<file path="src/rtl/muldiv_if.sv">
// ---------------------------------------------------------------------------
// muldiv_if
// Bundle between the register-file read side / pipeline control and the
// multi-cycle multiply/divide execute unit.
//
// Request side (driven by master):
//   start      - request, only looked at while the unit is idle
//   op_div     - 0 = multiply, 1 = divide
//   dest_addr  - destination register of the primary result
//   op1_data   - multiplicand / dividend
//   op2_data   - multiplier / divisor
// Result side (driven by slave):
//   busy, stall, done, reg_we, w_addr, w_data, reg14_we, w_reg14, div_by_zero
//
// Handshake: a request is accepted on a rising clock edge where start = 1
// and busy = 0; stall is high in that same cycle (combinationally) and for
// the whole operation, so the front end must hold while stall = 1. There is
// no backpressure on the result side: done/reg_we/reg14_we pulse for one
// cycle and the consumer must take the write in that cycle.
// ---------------------------------------------------------------------------
interface muldiv_if #(
    parameter int WIDTH = 16
);
    logic             start;
    logic             op_div;
    logic [3:0]       dest_addr;
    logic [WIDTH-1:0] op1_data;
    logic [WIDTH-1:0] op2_data;

    logic             busy;
    logic             stall;
    logic             done;
    logic             reg_we;
    logic [3:0]       w_addr;
    logic [WIDTH-1:0] w_data;
    logic             reg14_we;
    logic [WIDTH-1:0] w_reg14;
    logic             div_by_zero;

    modport master (
        output start, op_div, dest_addr, op1_data, op2_data,
        input  busy, stall, done, reg_we, w_addr, w_data,
               reg14_we, w_reg14, div_by_zero
    );

    modport slave (
        input  start, op_div, dest_addr, op1_data, op2_data,
        output busy, stall, done, reg_we, w_addr, w_data,
               reg14_we, w_reg14, div_by_zero
    );
endinterface

</file>
<file path="src/rtl/muldiv_exec.sv">
// ---------------------------------------------------------------------------
// muldiv_exec
// Multi-cycle execute unit placed after the register file. Performs an
// unsigned WIDTH x WIDTH shift-add multiply or an unsigned WIDTH / WIDTH
// restoring divide, one iteration per clock, and writes the results back
// through the register-file write ports.
//
// Ports:
//   clk          - rising-edge clock
//   rst          - asynchronous, active-high reset (aborts any operation)
//   bus          - muldiv_if.slave: request (start/op_div/dest_addr/op1/op2)
//                  and result (busy/stall/done/reg_we/w_addr/w_data/
//                  reg14_we/w_reg14/div_by_zero)
//   o_state      - current FSM state, for observation
//
// Result mapping: multiply -> w_data = product low, w_reg14 = product high;
// divide -> w_data = quotient, w_reg14 = remainder; divide by zero ->
// w_data = all ones, w_reg14 = dividend, div_by_zero = 1.
// ---------------------------------------------------------------------------
module muldiv_exec #(
    parameter int WIDTH = 16,
    parameter int CNT_W = 5
) (
    input  logic       clk,
    input  logic       rst,
    muldiv_if.slave    bus,
    output logic [1:0] o_state
);

    typedef enum logic [1:0] {
        S_IDLE = 2'd0,
        S_RUN  = 2'd1,
        S_DONE = 2'd2
    } state_t;

    localparam logic [3:0] REG14 = 4'd14;

    state_t             r_state;
    state_t             w_next_state;

    logic               w_accept;
    logic               w_busy;
    logic               w_op2_zero;

    // Iteration datapath. For both operations the pair {r_hi, r_lo} is the
    // 2*WIDTH accumulator and r_op is the fixed operand (multiplicand or
    // divisor). Multiply starts with r_lo = multiplier, divide with
    // r_lo = dividend; in both cases the final low half lands in r_lo and
    // the high half / remainder in r_hi, so the write-back mapping is shared.
    logic [CNT_W-1:0]   r_cnt;
    logic [WIDTH-1:0]   r_hi;
    logic [WIDTH-1:0]   r_lo;
    logic [WIDTH-1:0]   r_op;
    logic [3:0]         r_dest;
    logic               r_dbz_pend;
    logic               r_is_div;

    logic [WIDTH:0]     w_mul_sum;
    logic [WIDTH-1:0]   w_mul_hi;
    logic [WIDTH-1:0]   w_mul_lo;

    logic [WIDTH:0]     w_rem_sh;
    logic [WIDTH-1:0]   w_div_sub;
    logic               w_div_ge;
    logic [WIDTH-1:0]   w_div_hi;
    logic [WIDTH-1:0]   w_div_lo;

    // Registered write-back outputs.
    logic               r_done;
    logic               r_reg_we;
    logic               r_reg14_we;
    logic [3:0]         r_w_addr;
    logic [WIDTH-1:0]   r_w_data;
    logic [WIDTH-1:0]   r_w_reg14;
    logic               r_dbz;

    // ------------------------------------------------------------------
    // FSM: state register
    // ------------------------------------------------------------------
    always_ff @(posedge clk or posedge rst) begin
        if (rst) begin
            r_state <= S_IDLE;
        end else begin
            r_state <= w_next_state;
        end
    end

    // ------------------------------------------------------------------
    // FSM: next-state logic
    // ------------------------------------------------------------------
    assign w_op2_zero = (bus.op2_data == '0);

    always_comb begin
        w_next_state = r_state;
        case (r_state)
            S_IDLE: begin
                if (bus.start) begin
                    // Divide by zero skips the iterations entirely.
                    w_next_state = (bus.op_div && w_op2_zero) ? S_DONE : S_RUN;
                end
            end
            S_RUN: begin
                if (r_cnt == CNT_W'(WIDTH - 1)) begin
                    w_next_state = S_DONE;
                end
            end
            S_DONE: begin
                w_next_state = S_IDLE;
            end
            default: begin
                w_next_state = S_IDLE;
            end
        endcase
    end

    // ------------------------------------------------------------------
    // FSM: outputs
    // ------------------------------------------------------------------
    always_comb begin
        w_busy   = (r_state == S_RUN) || (r_state == S_DONE);
        w_accept = (r_state == S_IDLE) && bus.start;
    end

    assign bus.busy  = w_busy;
    // Combinational so the front end holds in the very cycle a request is taken.
    assign bus.stall = w_busy || w_accept;
    assign o_state   = r_state;

    // ------------------------------------------------------------------
    // One multiply step: conditionally add the multiplicand to the high
    // half, then shift the whole accumulator right by one (the carry-out
    // of the add becomes the new top bit).
    // ------------------------------------------------------------------
    always_comb begin
        w_mul_sum = {1'b0, r_hi} + (r_lo[0] ? {1'b0, r_op} : '0);
        w_mul_hi  = w_mul_sum[WIDTH:1];
        w_mul_lo  = {w_mul_sum[0], r_lo[WIDTH-1:1]};
    end

    // ------------------------------------------------------------------
    // One restoring-divide step: shift the partial remainder left, pulling
    // in the next dividend bit, and subtract the divisor when it fits. The
    // shifted remainder needs WIDTH+1 bits for the compare, but whenever the
    // subtraction is taken the result is below the divisor, so a WIDTH-bit
    // difference is exact.
    // ------------------------------------------------------------------
    always_comb begin
        w_rem_sh  = {r_hi, r_lo[WIDTH-1]};
        w_div_ge  = (w_rem_sh >= {1'b0, r_op});
        w_div_sub = w_rem_sh[WIDTH-1:0] - r_op;
        w_div_hi  = w_div_ge ? w_div_sub : w_rem_sh[WIDTH-1:0];
        w_div_lo  = {r_lo[WIDTH-2:0], w_div_ge};
    end

    // ------------------------------------------------------------------
    // Operand capture and iteration
    // ------------------------------------------------------------------
    always_ff @(posedge clk or posedge rst) begin
        if (rst) begin
            r_cnt      <= '0;
            r_hi       <= '0;
            r_lo       <= '0;
            r_op       <= '0;
            r_dest     <= '0;
            r_dbz_pend <= 1'b0;
            r_is_div   <= 1'b0;
        end else if (w_accept) begin
            r_cnt      <= '0;
            r_hi       <= '0;
            r_lo       <= bus.op_div ? bus.op1_data : bus.op2_data;
            r_op       <= bus.op_div ? bus.op2_data : bus.op1_data;
            r_dest     <= bus.dest_addr;
            r_dbz_pend <= bus.op_div && w_op2_zero;
            r_is_div   <= bus.op_div;
        end else if (r_state == S_RUN) begin
            r_cnt <= r_cnt + CNT_W'(1);
            if (r_is_div) begin
                r_hi <= w_div_hi;
                r_lo <= w_div_lo;
            end else begin
                r_hi <= w_mul_hi;
                r_lo <= w_mul_lo;
            end
        end
    end

    // ------------------------------------------------------------------
    // Write-back registers. The write pulses are launched from DONE and
    // last one cycle; address/data hold until the next completion.
    // div_by_zero stays up until the next request is accepted.
    // ------------------------------------------------------------------
    always_ff @(posedge clk or posedge rst) begin
        if (rst) begin
            r_done     <= 1'b0;
            r_reg_we   <= 1'b0;
            r_reg14_we <= 1'b0;
            r_w_addr   <= '0;
            r_w_data   <= '0;
            r_w_reg14  <= '0;
            r_dbz      <= 1'b0;
        end else begin
            r_done     <= 1'b0;
            r_reg_we   <= 1'b0;
            r_reg14_we <= 1'b0;
            if (w_accept) begin
                r_dbz <= 1'b0;
            end
            if (r_state == S_DONE) begin
                r_done     <= 1'b1;
                // Register 14 already receives the high half / remainder,
                // so a primary write to it is suppressed.
                r_reg_we   <= (r_dest != REG14);
                r_reg14_we <= 1'b1;
                r_w_addr   <= r_dest;
                if (r_dbz_pend) begin
                    r_w_data  <= '1;
                    r_w_reg14 <= r_lo;  // untouched dividend
                    r_dbz     <= 1'b1;
                end else begin
                    r_w_data  <= r_lo;
                    r_w_reg14 <= r_hi;
                end
            end
        end
    end

    assign bus.done        = r_done;
    assign bus.reg_we      = r_reg_we;
    assign bus.reg14_we    = r_reg14_we;
    assign bus.w_addr      = r_w_addr;
    assign bus.w_data      = r_w_data;
    assign bus.w_reg14     = r_w_reg14;
    assign bus.div_by_zero = r_dbz;

endmodule
</file>
<file path="src/flat_wrapper.sv">
// flat-port wrapper written by rule: the top's interface ports become plain ports
module muldiv_exec_flat 
#(
    parameter int WIDTH = 16,
    parameter int CNT_W = 5
)
  (clk, rst, o_state, bus_start, bus_op_div, bus_dest_addr, bus_op1_data, bus_op2_data, bus_busy, bus_stall, bus_done, bus_reg_we, bus_w_addr, bus_w_data, bus_reg14_we, bus_w_reg14, bus_div_by_zero);
  muldiv_if #(.WIDTH(WIDTH)) bus_i ();
  input  logic clk;
  input  logic rst;
  output logic [1:0] o_state;
  input wire logic [$bits(bus_i.start)-1:0] bus_start;
  input wire logic [$bits(bus_i.op_div)-1:0] bus_op_div;
  input wire logic [$bits(bus_i.dest_addr)-1:0] bus_dest_addr;
  input wire logic [$bits(bus_i.op1_data)-1:0] bus_op1_data;
  input wire logic [$bits(bus_i.op2_data)-1:0] bus_op2_data;
  output wire logic [$bits(bus_i.busy)-1:0] bus_busy;
  output wire logic [$bits(bus_i.stall)-1:0] bus_stall;
  output wire logic [$bits(bus_i.done)-1:0] bus_done;
  output wire logic [$bits(bus_i.reg_we)-1:0] bus_reg_we;
  output wire logic [$bits(bus_i.w_addr)-1:0] bus_w_addr;
  output wire logic [$bits(bus_i.w_data)-1:0] bus_w_data;
  output wire logic [$bits(bus_i.reg14_we)-1:0] bus_reg14_we;
  output wire logic [$bits(bus_i.w_reg14)-1:0] bus_w_reg14;
  output wire logic [$bits(bus_i.div_by_zero)-1:0] bus_div_by_zero;
  assign bus_i.start = bus_start;
  assign bus_i.op_div = bus_op_div;
  assign bus_i.dest_addr = bus_dest_addr;
  assign bus_i.op1_data = bus_op1_data;
  assign bus_i.op2_data = bus_op2_data;
  assign bus_busy = bus_i.busy;
  assign bus_stall = bus_i.stall;
  assign bus_done = bus_i.done;
  assign bus_reg_we = bus_i.reg_we;
  assign bus_w_addr = bus_i.w_addr;
  assign bus_w_data = bus_i.w_data;
  assign bus_reg14_we = bus_i.reg14_we;
  assign bus_w_reg14 = bus_i.w_reg14;
  assign bus_div_by_zero = bus_i.div_by_zero;
  muldiv_exec #(.WIDTH(WIDTH), .CNT_W(CNT_W)) u_core (.clk(clk), .rst(rst), .bus(bus_i), .o_state(o_state));
endmodule
</file>
<file path="config.mk">
export PLATFORM = sky130hd
export DESIGN_NAME = muldiv_exec_flat
export DESIGN_NICKNAME = d
export VERILOG_FILES = /design/src/rtl/muldiv_if.sv /design/src/rtl/muldiv_exec.sv /design/src/flat_wrapper.sv
export SDC_FILE = /design/constraint.sdc
export NUM_CORES = 1
export LEC_CHECK = 0
export ABC_AREA = 0
export BUFFER_PORTS_ARGS = -buffer_cell sky130_fd_sc_hd__buf_4
export CORE_ASPECT_RATIO = 0.8
export CORE_MARGIN = 1.5
export CORE_UTILIZATION = 45
export CTS_BUF_LIST = sky130_fd_sc_hd__clkbuf_8 sky130_fd_sc_hd__clkbuf_16
export CTS_CLUSTER_DIAMETER = 120
export CTS_CLUSTER_SIZE = 16
export DETAILED_ROUTE_END_ITERATION = 8
export GPL_ROUTABILITY_DRIVEN = 0
export SYNTH_ARGS = -nofsm -noshare
export SYNTH_HDL_FRONTEND = slang
export SYNTH_SLANG_ARGS = --single-unit
</file>
<file path="constraint.sdc">
create_clock -name clk -period 3 [get_ports clk]
set_input_delay 0.15 -clock clk [delete_from_list [all_inputs] [get_ports clk]]
set_output_delay 0.15 -clock clk [all_outputs]
set_load 0.05 [all_outputs]
</file>
# After elaboration in Yosys (flattened, before gate mapping)
# Cells that the tools add are included.
# op_classes
addsub	3
multipliers	0
div	0
order_cmp	1
eq_ne	6
shifts	0
n_mux	23
bitwise_logic	0
n_reduce_logical	8
# op_table
cell	count
16-bit two-way mux	12
16-bit by 17-bit adder with 17-bit output	1
17-bit by 16-bit >= comparator with 1-bit output	1
16-bit zero test	1
16-bit subtractor	1
5-bit two-way mux	2
2-bit two-way mux	3
5-bit by 1-bit adder with 5-bit output, second input constant	1
5-bit by 4-bit == test with 1-bit output, second input constant	1
1-bit two-way mux	5
4-bit != test, second input constant	1
2-bit case mux with 2 select lines	1
2-bit by 1-bit == test with 1-bit output, second input constant	1
2-bit == test, second input constant	1
1-bit logical AND	2
2-bit zero test	1
1-bit logical OR	2
2-bit by 1-bit != test with 1-bit output, second input constant	1
2-bit != test, second input constant	1
2-bit AND reduction	1
2-bit nonzero test	1
# totals
reg_bits	100
latchBits	0
ramBits	0
romBits	0
inputBits	40
output_inout_bits	44
word_cells	55
n_memories	0

# Longest topological paths before layout
# Gate-level depths: netlist (run 1).
# depth
depth_word	5
mapped_depth	12
ltp_nobuf	11

# Worst setup path before layout (run 1)
# OpenSTA, ideal clock, no wires.
# synth_path
kind	register to register
start	register u_core.r_lo[0]
end	register u_core.r_hi[14]
arrival_time_ns	2.395
required_ns	2.867
setup_slack_ns	0.472
stages_incl_launch_ff	12
period_less_slack_ns	2.528
cell_sequence	dfrtp_1 clkbuf_1 nand2_1 inv_1 ha_1 a211oi_1 o21ai_1 a311oi_2 nor3_1 or3_1 a32oi_1 o211ai_1
# synth_between
elab_chain_cells	5
# synth_rtl
element	line_no	rtl
start, declared	muldiv_exec.sv:52	logic [WIDTH-1:0] r_lo;
start signal, assigned	muldiv_exec.sv:170	r_lo <= bus.op_div ? bus.op1_data : bus.op2_data;
start signal, assigned	muldiv_exec.sv:179	r_lo <= w_div_lo;
start signal, assigned	muldiv_exec.sv:182	r_lo <= w_mul_lo;
16-bit two-way mux	muldiv_exec.sv:135	w_mul_sum = {1'b0, r_hi} + (r_lo[0] ? {1'b0, r_op} : '0);
16-bit by 17-bit adder with 17-bit output	muldiv_exec.sv:135	
16-bit two-way mux	muldiv_exec.sv:177	if (r_is_div) begin
16-bit two-way mux	muldiv_exec.sv:175	end else if (r_state == S_RUN) begin
16-bit two-way mux	muldiv_exec.sv:167	end else if (w_accept) begin
end signal, assigned	muldiv_exec.sv:178	r_hi <= w_div_hi;
end signal, assigned	muldiv_exec.sv:181	r_hi <= w_mul_hi;
end, declared	muldiv_exec.sv:51	logic [WIDTH-1:0] r_hi;
# Every way passes these cells. The select of a mux whose other input is x is not followed.
# A chain may end at the register's enable or synchronous reset.

# Worst setup path in the final report (run 1)
# Ends and elaborated chain as after synthesis.

==> run summary, run 1 <==
Launch point of the critical path: u_core.r_lo[0]. The share of the synthesized netlist area taken by xor and xnor gates is 0.0266. The cell area after technology mapping was 0.00659 sq mm; the largest fanout on the critical path was 14. The worst register-to-register path begins at u_core.r_lo[0]. Port buffering added 83 buffers. The pin slew with the least headroom to its limit works out to 0.741 ns. The part of the cycle the worst path needs was 0.937; the standby leakage power was 3.60 nW. The type of element launching the critical path is a flip-flop.

Count of state elements after synthesis: 100. The run finished with clean final reports. The critical path is of the reg -> reg type. The floorplan has 39 rows.

The die is 111 um tall. The die covers 0.0154 sq mm. The root buffer cell was sky130_fd_sc_hd__clkbuf_16. The largest net degree at the start of global routing is 65, and the count of synthesis-stage warnings from yosys is 0. The fraction of the mapped netlist area in adder cells is 0.0763. The final layout contains 877 nets. In this run the most critical hold path is launched from bus_dest_addr[0]. The number of antenna violations at the first check in global routing was 0; the overall routed net length was 19400 um.

The run gives 5728 as the number of global-route vias before repair. Setup violations remaining at the end of the flow were counted as 0. Max-slew violation total from the final report: 0.

The clock drives 100 sinks. After synthesis, the largest family of logic cells by area is compound AO/OA/AOI/OAI gates. The layout has 1339 filler cells.

The average footprint of a synthesized cell works out to 9.20 sq um. The floorplan step set the die width to 138 um. Multiplexer area fraction after synthesis: 0.109. In this run, placement finished with an instance count of 969.

Across the VDD grid, the largest voltage drop is 0.760 mV. The synthesized design contains 0 enable-type register cells. The total negative slack is 0 ns, and the via total after detailed routing is 5939. TritonCTS built the clock tree. The share of post-route cells with drive strength above 1 is 0.182. The logs give 0.380 for the sequential share of the synthesized area and 0.257 for the combined global-route utilization of all metal layers.

The first detailed-routing pass ran for 5 iterations. The count of final hold-check violations came out at 0. The detailed router finished its first iteration with 529 violations. The initial core utilization was 0.461.

For the number of remaining DRC errors, the log shows 0. The tool flagged a number of max-cap violations equal to 0. The share of flip-flops with an asynchronous set or reset after synthesis is 1.00, and the post-route clock skew is 0.0113 ns.

After global routing the overflow that remains totals 0. For this run, the top clock speed supported by timing is 0.356 GHz. The sort of element at the end of the critical path was a flip-flop. The run gives 3.22 ns as the required arrival time at the worst endpoint.

Post-CTS timing repair inserted 0 buffers for setup. The clock-pin slew on the worst setup and hold paths works out to 0.08 ns. The number of non-filler instances in the completed layout is 987. The detailed placer's ending HPWL is 14600 um. The number of levels the H-tree was split into is 3.

Data on the critical path arrives at its endpoint at 3.03 ns. The logs give 0 for the number of antenna diodes and 84 for the number of placed I/O pins. The remaining max-slew budget at the tightest pin came out at 0.506. In the synthesized netlist the dominant register cell turns out to be sky130_fd_sc_hd__dfrtp_1. Synthesis produced a netlist with a net count of 795. The average wire per cell in the routed design is 19.7 um, and the area growth from synthesis to layout is 18.8%. The compound-cell area share of the yosys netlist works out to 0.223. The class of the tightest hold or removal check was in -> reg. Setup repair after global routing left no endpoint under its margin. Detail-routed via count per cell: 6.02. Simple-gate share of the synthesized area: 0.144. The logs give 31200 um for the wire length of the first global-routing pass and 0.0143 sq mm for the core box area. Counting distinct cell types in the post-synthesis netlist gives 64. The worst path needs 2.81 ns of the cycle, external delays included.

The run gives 0.35 ns as the clock latency reported for the late side of the worst-skew pair. Power spread over the standard cell area amounts to 1290 mW/mm^2. The maximum buffer depth of the clock tree is 2, and the TritonCTS buffer count is 9. The count of mapped cells out of synthesis came out at 716. For the number of antenna-violating nets in the routed design, the log shows 0.
## cell families after synthesis
kind of cell             Yosys count
AO/OA/AOI/OAI                    223
AND/OR/NAND/NOR                  193
flip-flops                       100
multiplexers                      71
buffers and inverters             70
adder cells (fa/ha/maj)           39
XOR/XNOR                          20
## final cells by class
cell class,instances,area (sq um),area share
Multi-Input combinational cell,546,3820,0.488
Tap cell,184,230,0.0294
Clock buffer,9,225,0.0288
Timing Repair Buffer,109,861,0.110
Inverter,32,123,0.0157
Clock inverter,7,68.8,0.00879
Sequential cell,100,2500,0.320
## per-stage QoR
stage,cell area [sq um],power [mW],setup WS [ns],hold WS (ns),util
floorplan,6590,7.01,0.231,0.255,-
global placement,7520,8.77,0.342,0.241,0.526
detailed placement,7520,8.86,0.250,0.241,0.526
CTS,7830,10.1,0.206,0.00539,0.548
global route,7830,10.8,0.0806,0.0186,0.548
finish,7830,10.1,0.188,0.0112,0.548
## timing repair
item	in CTS	in global routing
endpoints found under the hold margin	38	0
gates resized for setup	0	0
hold buffers	2	0
## cell usage after synthesis (5+ instances only)
cell,instances,area share
sky130_fd_sc_hd__and3_1,5,0.0047
sky130_fd_sc_hd__mux2_2,5,0.0085
sky130_fd_sc_hd__nand3_1,12,0.0091
sky130_fd_sc_hd__nor2_1,40,0.023
sky130_fd_sc_hd__o21a_1,5,0.0057
sky130_fd_sc_hd__dfrtp_1,100,0.38
sky130_fd_sc_hd__o22a_1,14,0.019
sky130_fd_sc_hd__buf_1,9,0.0051
sky130_fd_sc_hd__ha_1,37,0.070
sky130_fd_sc_hd__inv_1,32,0.018
sky130_fd_sc_hd__a21o_1,10,0.011
sky130_fd_sc_hd__xor2_1,11,0.015
sky130_fd_sc_hd__a31oi_1,8,0.0076
sky130_fd_sc_hd__a211oi_1,6,0.0068
sky130_fd_sc_hd__o21ai_0,61,0.046
sky130_fd_sc_hd__mux2i_1,66,0.10
sky130_fd_sc_hd__clkbuf_1,26,0.015
sky130_fd_sc_hd__and2_1,19,0.018
sky130_fd_sc_hd__o211ai_1,32,0.036
sky130_fd_sc_hd__a21oi_1,42,0.032
sky130_fd_sc_hd__xnor2_1,9,0.012
sky130_fd_sc_hd__a21boi_0,7,0.0080
sky130_fd_sc_hd__o21ai_1,5,0.0038
sky130_fd_sc_hd__nand2_1,68,0.039
sky130_fd_sc_hd__nor3_1,13,0.0099
sky130_fd_sc_hd__nand2b_1,7,0.0066
## path summary, 6_finish.rpt
| kind | endpoint | slack [ns] | cells past startpoint |
|---|---|---|---|
| min in group asynchronous | u_core.bus.w_data[5] | 0.41 | 3 |
| min | u_core.r_dest[0] | 0.01 | 3 |
| max reg2reg | u_core.r_hi[14] | 0.19 | 10 |
| min reg2reg | u_core.bus.div_by_zero | 0.50 | 1 |
| max in group asynchronous | u_core.bus.w_reg14[1] | 1.80 | 4 |
| max | u_core.r_hi[14] | 0.19 | 10 |
## registers in the layout, indices dropped and copies added, names as in the netlist
signal	flops
u_core.bus.div_by_zero	1
u_core.bus.w_data	16
u_core.bus.done	1
u_core.r_op	16
u_core.bus.w_addr	4
u_core.r_is_div	1
u_core.r_cnt	5
u_core.r_dbz_pend	1
u_core.o_state	2
u_core.bus.w_reg14	16
u_core.r_hi	16
u_core.r_dest	4
u_core.r_lo	16
u_core.bus.reg_we	1
## worst max-delay path, cell delays in order, from the launching register on
cell and delay [ns]:
sky130_fd_sc_hd__dfrtp_1 0.44, sky130_fd_sc_hd__buf_4 0.21, sky130_fd_sc_hd__and2_1 0.15, sky130_fd_sc_hd__ha_1 0.33, sky130_fd_sc_hd__and3_1 0.24, sky130_fd_sc_hd__and2_1 0.17
sky130_fd_sc_hd__a311oi_2 0.35, sky130_fd_sc_hd__nor3_1 0.12, sky130_fd_sc_hd__or3_1 0.35, sky130_fd_sc_hd__a32oi_1 0.20, sky130_fd_sc_hd__o211ai_1 0.11
## where the power goes
group | switching [mW] | internal [mW] | leakage (nW) | total, mW
clock network | 0.580 | 0.586 | 0.143 | 1.17
registers | 0.630 | 1.97 | 1.22 | 2.60
logic | 3.99 | 2.34 | 2.23 | 6.33
total | 5.20 | 4.90 | 3.60 | 10.1
## routing by layer
| metal | track usage | wire length [um] | part of all wire |
|---|---|---|---|
| met4 | 0.0639 | 357 | 0.018 |
| met3 | 0.0441 | 1110 | 0.057 |
| met5 | 0 | 0 | 0 |
| met1 | 0.361 | 9080 | 0.47 |
| met2 | 0.412 | 8880 | 0.46 |
## placed cells by master (no fill, tap or decap), types with 7 or more instances in the layout
cell	instances
sky130_fd_sc_hd__a21boi_0	7
sky130_fd_sc_hd__a21o_1	10
sky130_fd_sc_hd__a21oi_1	42
sky130_fd_sc_hd__a31oi_1	8
sky130_fd_sc_hd__and2_1	19
sky130_fd_sc_hd__buf_4	104
sky130_fd_sc_hd__clkbuf_16	9
sky130_fd_sc_hd__dfrtp_1	100
sky130_fd_sc_hd__ha_1	35
sky130_fd_sc_hd__inv_1	31
sky130_fd_sc_hd__mux2i_1	66
sky130_fd_sc_hd__nand2_1	67
sky130_fd_sc_hd__nand2b_1	7
sky130_fd_sc_hd__nand3_1	12
sky130_fd_sc_hd__nor2_1	40
sky130_fd_sc_hd__nor3_1	13
sky130_fd_sc_hd__o211ai_1	32
sky130_fd_sc_hd__o21ai_0	61
sky130_fd_sc_hd__o22a_1	14
sky130_fd_sc_hd__xnor2_1	9
sky130_fd_sc_hd__xor2_1	11
Power figures use the tool's default switching activity.
==> run 2, diff against run 1 <==
--- a/config.mk
+++ b/config.mk
@@ -9,12 +9,14 @@
 export BUFFER_PORTS_ARGS = -buffer_cell sky130_fd_sc_hd__buf_4
 export CORE_ASPECT_RATIO = 0.8
 export CORE_MARGIN = 1.5
-export CORE_UTILIZATION = 45
+export CORE_UTILIZATION = 49
 export CTS_BUF_LIST = sky130_fd_sc_hd__clkbuf_8 sky130_fd_sc_hd__clkbuf_16
 export CTS_CLUSTER_DIAMETER = 120
 export CTS_CLUSTER_SIZE = 16
 export DETAILED_ROUTE_END_ITERATION = 8
 export GPL_ROUTABILITY_DRIVEN = 0
+export HOLD_SLACK_MARGIN = 0.15
+export PLACE_DENSITY_LB_ADDON = 0.05
 export SYNTH_ARGS = -nofsm -noshare
 export SYNTH_HDL_FRONTEND = slang
 export SYNTH_SLANG_ARGS = --single-unit
==> run 2 against run 1 <==
  * Via count increased by 2.4%
  * Combinational power increased by 0.8%
  * Worst hold slack improved by 0.14 ns
  * Die area decreased by 8.0%
  * Clock skew decreased by 0.0022 ns
  * Largest cell class unchanged
  * Wire length increased by 0.83%
  * Flip-flop and latch count unchanged
==> run summary, run 2 (synthesized netlist as in run 1, its figures left out) <==
After legalization and detailed placement, the total HPWL measured 14200 um. The count of max-cap constraint violations came out at 0. The startpoint identified for the worst hold timing path is bus_op2_data[5].

From bottom edge to top edge, the die measures 107 um. The logs give 10.1 mW for the post-route total power and 3.05 ns for the data arrival time of the worst path. Buffers placed on the I/O ports in this run total 83.

The capture instance of the worst register-to-register path is u_core.r_hi[5]. Clock tree synthesis inserted a total of 9 buffers. The run gives 0.507 as the initial core utilization.

The type of element launching the critical path was a flip-flop. Setup violations remaining at the end of the flow were counted as 0. Static timing analysis puts the maximum clock frequency at 0.359 GHz.

By startpoint and endpoint, the worst setup path is classified as reg -> reg. For the flop-to-flop setup slack, the log shows 0.22 ns. The run gives 0.00746 sq mm as the standard cell area after detailed placement. STA classifies the critical path endpoint as a flip-flop.

The first global-routing pass estimated 31100 um of wire. VDD sags by at most 0.587 mV. The combined global-route utilization of all metal layers came out at 0.281. Number of antenna violations at the first check in global routing: 0. The count of buffering cells on the critical path with inverters included was 1.

The share of post-route cells with drive strength above 1 is 0.172, and the pin slew with the least headroom to its limit is 0.793 ns. The most common cell after layout, fill and taps aside is sky130_fd_sc_hd__buf_4. Number of antenna-violating nets in the routed design: 0. The remaining max-slew budget at the tightest pin is 0.471. The cell depth of the worst min-delay path is 3, and the part of the cycle the worst path needs is 0.928. The tools report the count of standard-cell rows as 37. Summed over all failing endpoints, the final setup total negative slack is 0 ns. The area growth from synthesis to layout is 24.2%, and the maximum buffer depth of the clock tree is 2.

On the worst path, the slowest cell contributes a delay of 0.60 ns. The number of cells on the worst reg-to-reg path was 9; the width of the chip was 133 um. After detailed routing, the number of remaining DRC violations is 0. TritonCTS built the clock tree. For this run the aggregate overflow at the end of global routing stands at 0. The startpoint of the lowest-slack register-to-register path is u_core.r_op[8]. The H-tree generated during clock tree synthesis spans 3 levels. The clock reaches the later pin of the worst-skew pair after 0.35 ns. The run finished with clean final reports. After routing the design area is 0.00818 sq mm. For the post-layout utilization of the core, the log shows 0.629. In this design, the largest share of critical-path delay is due to compound AO/OA/AOI/OAI gates. The count of final hold-check violations is 0.

The shortest period the worst path allows is 2.78 ns, and the cell count after placement is 956. Leaving out fill and tap cells, the most frequent cells in the layout are sky130_fd_sc_hd__buf_4 (101), sky130_fd_sc_hd__dfrtp_1 (99), sky130_fd_sc_hd__nand2_1 (67). After detailed routing, the number of vias per cell comes to 6.00. The number of non-filler instances in the completed layout was 1013; the number of nets at the end of the flow was 912. The cell area power density came out at 1240 mW/mm^2.

The first routing iteration left 445 violations. The clock-pin slew on the worst setup and hold paths is 0.08 ns. In this run the count of I/O pins placed on the die edge is 84. For the final database, setup skew stands at 0.00908 ns. The largest net degree at the start of global routing was 82; the average wire per cell in the routed design was 19.3 um. The number of clock sinks came out at 100. The slowest stage cell on the critical path was sky130_fd_sc_hd__a2111oi_0. The number of global-route vias before repair is 6032, and the core box area is 0.0130 sq mm. At the worst endpoint, the required time is 3.26 ns. The tree is rooted in a sky130_fd_sc_hd__clkbuf_16. The first detailed-routing pass took 5 iterations. Setup repair after global routing left no endpoint under its margin.

For hold timing, the worst endpoint is u_core.r_lo[5]. The area of the die is 0.0142 sq mm, and the standby leakage power is 3.74 nW. The run gives 0 as the max-slew violation total from the final report.

The min-delay analysis places its worst path in the category in -> reg. The detailed router placed 6083 vias in this run. Traced cell by cell, the critical path runs through inv_1 -> ha_1 -> and4_1 -> o211ai_1 -> a21o_1 -> a22o_1 -> a2111oi_0 -> o21ai_1 -> a31oi_1.

The repair_antennas step left the layout with diodes totalling 0. After detailed routing, the total wire length is 19600 um. Along the worst path, the maximum fanout reaches 10.
## run 2: tightest hold or removal path: cells and delay by family
family | cells | cell delay, ns
multiplexers | 1 | 0.07
buffers and inverters | 1 | 0.09
AO/OA/AOI/OAI | 1 | 0.16
## run 2: metrics by stage
| stage | hold WS, ns | setup WS (ns) |
|---|---|---|
| floorplan | 0.255 | 0.231 |
| global placement | 0.340 | 0.236 |
| detailed placement | 0.345 | 0.141 |
| CTS | 0.153 | 0.116 |
| global route | 0.164 | 0.0492 |
| finish | 0.154 | 0.215 |
## run 2: worst max-delay path by stage
stage | from | to | slack, ns | cells after the start
2_1_floorplan | rst | u_core.bus.div_by_zero | 0.23 | 1
3_3_place_gp | u_core.r_lo[0] | u_core.r_hi[14] | 0.24 | 10
6_report | u_core.r_op[8] | u_core.r_hi[5] | 0.22 | 9
5_1_grt | u_core.r_op[8] | u_core.r_hi[5] | 0.05 | 9
4_1_cts | u_core.r_lo[0] | u_core.r_hi[14] | 0.12 | 10
3_5_place_dp | u_core.r_lo[0] | u_core.r_hi[14] | 0.14 | 10
## run 2: final cells by class
type	instances	area, sq um
multi-input cells	546	3830
clock inverters	7	75.1
repair buffers	144	1210
clock buffers	9	225
fillers	1107	4830
flip-flops and latches	100	2500
well taps	175	219
inverters	32	123
## run 2: layer usage
| layer | GRT usage | vias up | routed length, um |
|---|---|---|---|
| met5 | 0 | - | 0 |
| met4 | 0.0816 | 0 | 453 |
| met3 | 0.0421 | 39 | 1120 |
| met2 | 0.455 | 214 | 9030 |
| met1 | 0.394 | 2985 | 8990 |
| li1 | - | 2845 | - |
## run 2: repair_timing
item,CTS,global route
buffers inserted,0,0
endpoints found under the setup margin,0,4
hold endpoints to repair,88,0
hold buffers,41,0
gates resized for setup,0,3
## run 2: power breakdown
group          leakage, nW  internal, mW  switching [mW]
clock                0.144         0.651           0.528
combinational         2.37          2.36            4.03
sequential            1.22          1.97           0.601
==> run 3, diff against run 2 <==
--- a/config.mk
+++ b/config.mk
@@ -5,7 +5,6 @@
 export SDC_FILE = /design/constraint.sdc
 export NUM_CORES = 1
 export LEC_CHECK = 0
-export ABC_AREA = 0
 export BUFFER_PORTS_ARGS = -buffer_cell sky130_fd_sc_hd__buf_4
 export CORE_ASPECT_RATIO = 0.8
 export CORE_MARGIN = 1.5
==> constraint.sdc (replaced) <==
create_clock -name clk -period 3.1 [get_ports clk]
set_input_delay 0.155 -clock clk [delete_from_list [all_inputs] [get_ports clk]]
set_output_delay 0.155 -clock clk [all_outputs]
set_load 0.05 [all_outputs]
==> run 3 against run 2 <==
  * Wire length fell by 1.4%
  * Critical path type unchanged
  * First-iteration DRC count rose by 17%
  * Sequential share of layout area rose by 0.44 points
  * Via count fell by 2.5%
  * Critical path depth fell by 1
  * Critical endpoint is now u_core.r_hi[3]
  * Largest power group unchanged
  * Fmax fell by 1.8%
  * Combinational power fell by 4.7%
  * Core utilization fell by 0.91 points
==> run summary, run 3 (synthesized netlist as in run 1, its figures left out) <==
The tools report the number of antenna-violating nets in the routed design as 0. The clock-pin slew on the worst setup and hold paths was 0.07 ns. For the number of nets at the end of the flow, the log shows 896. The type of element launching the critical path was a flip-flop. In the routed design, unresolved DRC markers number 0.

The combined global-route utilization of all metal layers is 0.280, and the maximum buffer depth of the clock tree is 2. Once the clock tree was built, the setup fixing pass inserted 0 buffers. The clock tree synthesis step divided the H-tree into 3 levels. The cell count after placement is 951. Setup repair after global routing left no endpoint under its margin. At the pin with the least slew margin, the transition time is 0.861 ns. Part of the cycle the worst path needs: 0.915.

Relative to the synthesized area, the layout overhead comes to 22.3%. The number of antenna violations at the first check in global routing came out at 1. The min-delay analysis places its worst path in the category in -> reg. The post-layout instance area was 0.00806 sq mm; the largest fanout on the critical path was 7. The logs give 70 for the largest net degree at the start of global routing and 0 ns for the total negative slack. Derived from the worst setup path, the maximum achievable clock frequency is 0.353 GHz. From bottom edge to top edge, the die measures 107 um.

Between clock sinks in the finished design, the worst skew comes to 0.00664 ns. Overall routed net length: 19300 um. At the worst endpoint, the arrival time is 3.11 ns.

The tools report the initial core utilization as 0.507. The highest ir drop seen on vdd is 0.594 mV. Clock latency reported for the late side of the worst-skew pair: 0.35 ns.

The via total after detailed routing was 5931; the count of standard-cell rows was 37. Area of the die: 0.0142 sq mm. The detail-routed via count per cell is 5.95. Before antenna repair, the detailed router went through 5 iterations.

Global routing finished with a remaining overflow of 0. In the post-route analysis, the smallest setup slack over all paths is 0.263 ns. For the number of fillers in the final layout, the log shows 1131. In this run the horizontal extent of the chip is 133 um. In the layout the commonest cells are sky130_fd_sc_hd__dfrtp_1 (100), sky130_fd_sc_hd__buf_4 (97), sky130_fd_sc_hd__nand2_1 (67).

Detailed placement finished with a half-perimeter wire length of 14300 um. The flow ran to the end, and the final reports show no timing, DRC or antenna violations. The shortest period the worst path allows works out to 2.84 ns. TritonCTS built the clock tree. Flop-to-flop setup slack: 0.26 ns.

The root buffer cell chosen for the clock tree is sky130_fd_sc_hd__clkbuf_16. Cell area power density: 1230 mW/mm^2. The run gives 0.421 as the remaining max-slew budget at the tightest pin. The type of the setup path with the least slack is reg -> reg. The first global-routing pass estimated 30800 um of wire.

Final hold analysis gives a worst-case slack of 0.155 ns. The run gives 0.00741 sq mm as the standard cell area after detailed placement. During I/O placement, the number of pins put on the boundary was 84. In this run the static leakage power is 3.69 nW. The count of max-cap constraint violations came out at 0.

The TritonCTS buffer count was 9. The number of gates resized after CTS was 0. The post-layout utilization of the core came out at 0.620. The post-place setup slack is 0.342 ns.

The worst setup path is captured at a flip-flop. The most common cell after layout, fill and taps aside was sky130_fd_sc_hd__dfrtp_1. The finished layout holds 997 standard cells, fillers aside. DRC violation total after the first TritonRoute iteration: 521. Dividing the detail-routed wire length by the instance count gives 19.4 um.

During placement, the flow inserted port buffers numbering 83. The count of final hold-check violations was 0; the share of post-route cells with drive strength above 1 was 0.166. For this design, the sink count on the clock tree is 100.

The max-slew violation total from the final report was 0; the post-route total power was 9.91 mW. For the number of buffers inserted for hold repair after clock tree synthesis, the log shows 30. The required arrival time at the worst endpoint was 3.37 ns; the core box area was 0.0130 sq mm. The number of setup violations in the final report is 0. The number of global-route vias before repair was 5622.
[run 3: cell count changes in the layout (fill, tap and decap cells not counted), moves of 2 or more]
cell	before	now
sky130_fd_sc_hd__dlygate4sd3_1	41	30
sky130_fd_sc_hd__buf_4	101	97
sky130_fd_sc_hd__bufinv_16	1	3
sky130_fd_sc_hd__clkinvlp_4	2	0
[run 3: final timing paths]
kind	from	end	cells after the start
worst min-delay path	bus_op2_data[1]	u_core.r_op[1]	3
worst max register to register	u_core.r_hi[0]	u_core.r_hi[3]	8
worst min register to register	u_core.r_dest[0]	u_core.r_dest[0]	2
min in group asynchronous	rst	u_core.r_cnt[4]	3
max in group asynchronous	rst	u_core.bus.w_data[10]	4
worst max-delay path	u_core.r_hi[0]	u_core.r_hi[3]	8
[run 3: area by class of cell]
cell class | count | area, sq um | share of cell area
inverter | 32 | 123 | 0.0152
clock buffer | 10 | 239 | 0.0296
antenna | 1 | 2.50 | 0.000310
tap | 175 | 219 | 0.0272
multi-input combinational | 546 | 3820 | 0.474
timing repair buffer | 128 | 1050 | 0.130
sequential | 100 | 2500 | 0.310
clock inverter | 5 | 108 | 0.0133
[run 3: critical path, stage by stage, from the launching register on]
cell	delay [ns]
sky130_fd_sc_hd__dfrtp_1	0.54
sky130_fd_sc_hd__ha_1	0.31
sky130_fd_sc_hd__nor2b_1	0.14
sky130_fd_sc_hd__o31ai_1	0.44
sky130_fd_sc_hd__a21o_1	0.30
sky130_fd_sc_hd__nand4_2	0.26
sky130_fd_sc_hd__a21boi_0	0.43
sky130_fd_sc_hd__o21ai_0	0.16
sky130_fd_sc_hd__a21oi_1	0.17
[run 3: report_power, final]
| part | switching (mW) | total [mW] | internal (mW) |
|---|---|---|---|
| combinational | 3.85 | 6.08 | 2.22 |
| clock | 0.510 | 1.32 | 0.813 |
| sequential | 0.604 | 2.51 | 1.90 |
[run 3: routing by layer]
| layer | track usage | part of all wire |
|---|---|---|
| met5 | 0 | 0 |
| met1 | 0.403 | 0.47 |
| met4 | 0.0793 | 0.018 |
| met3 | 0.0435 | 0.062 |
| met2 | 0.439 | 0.45 |
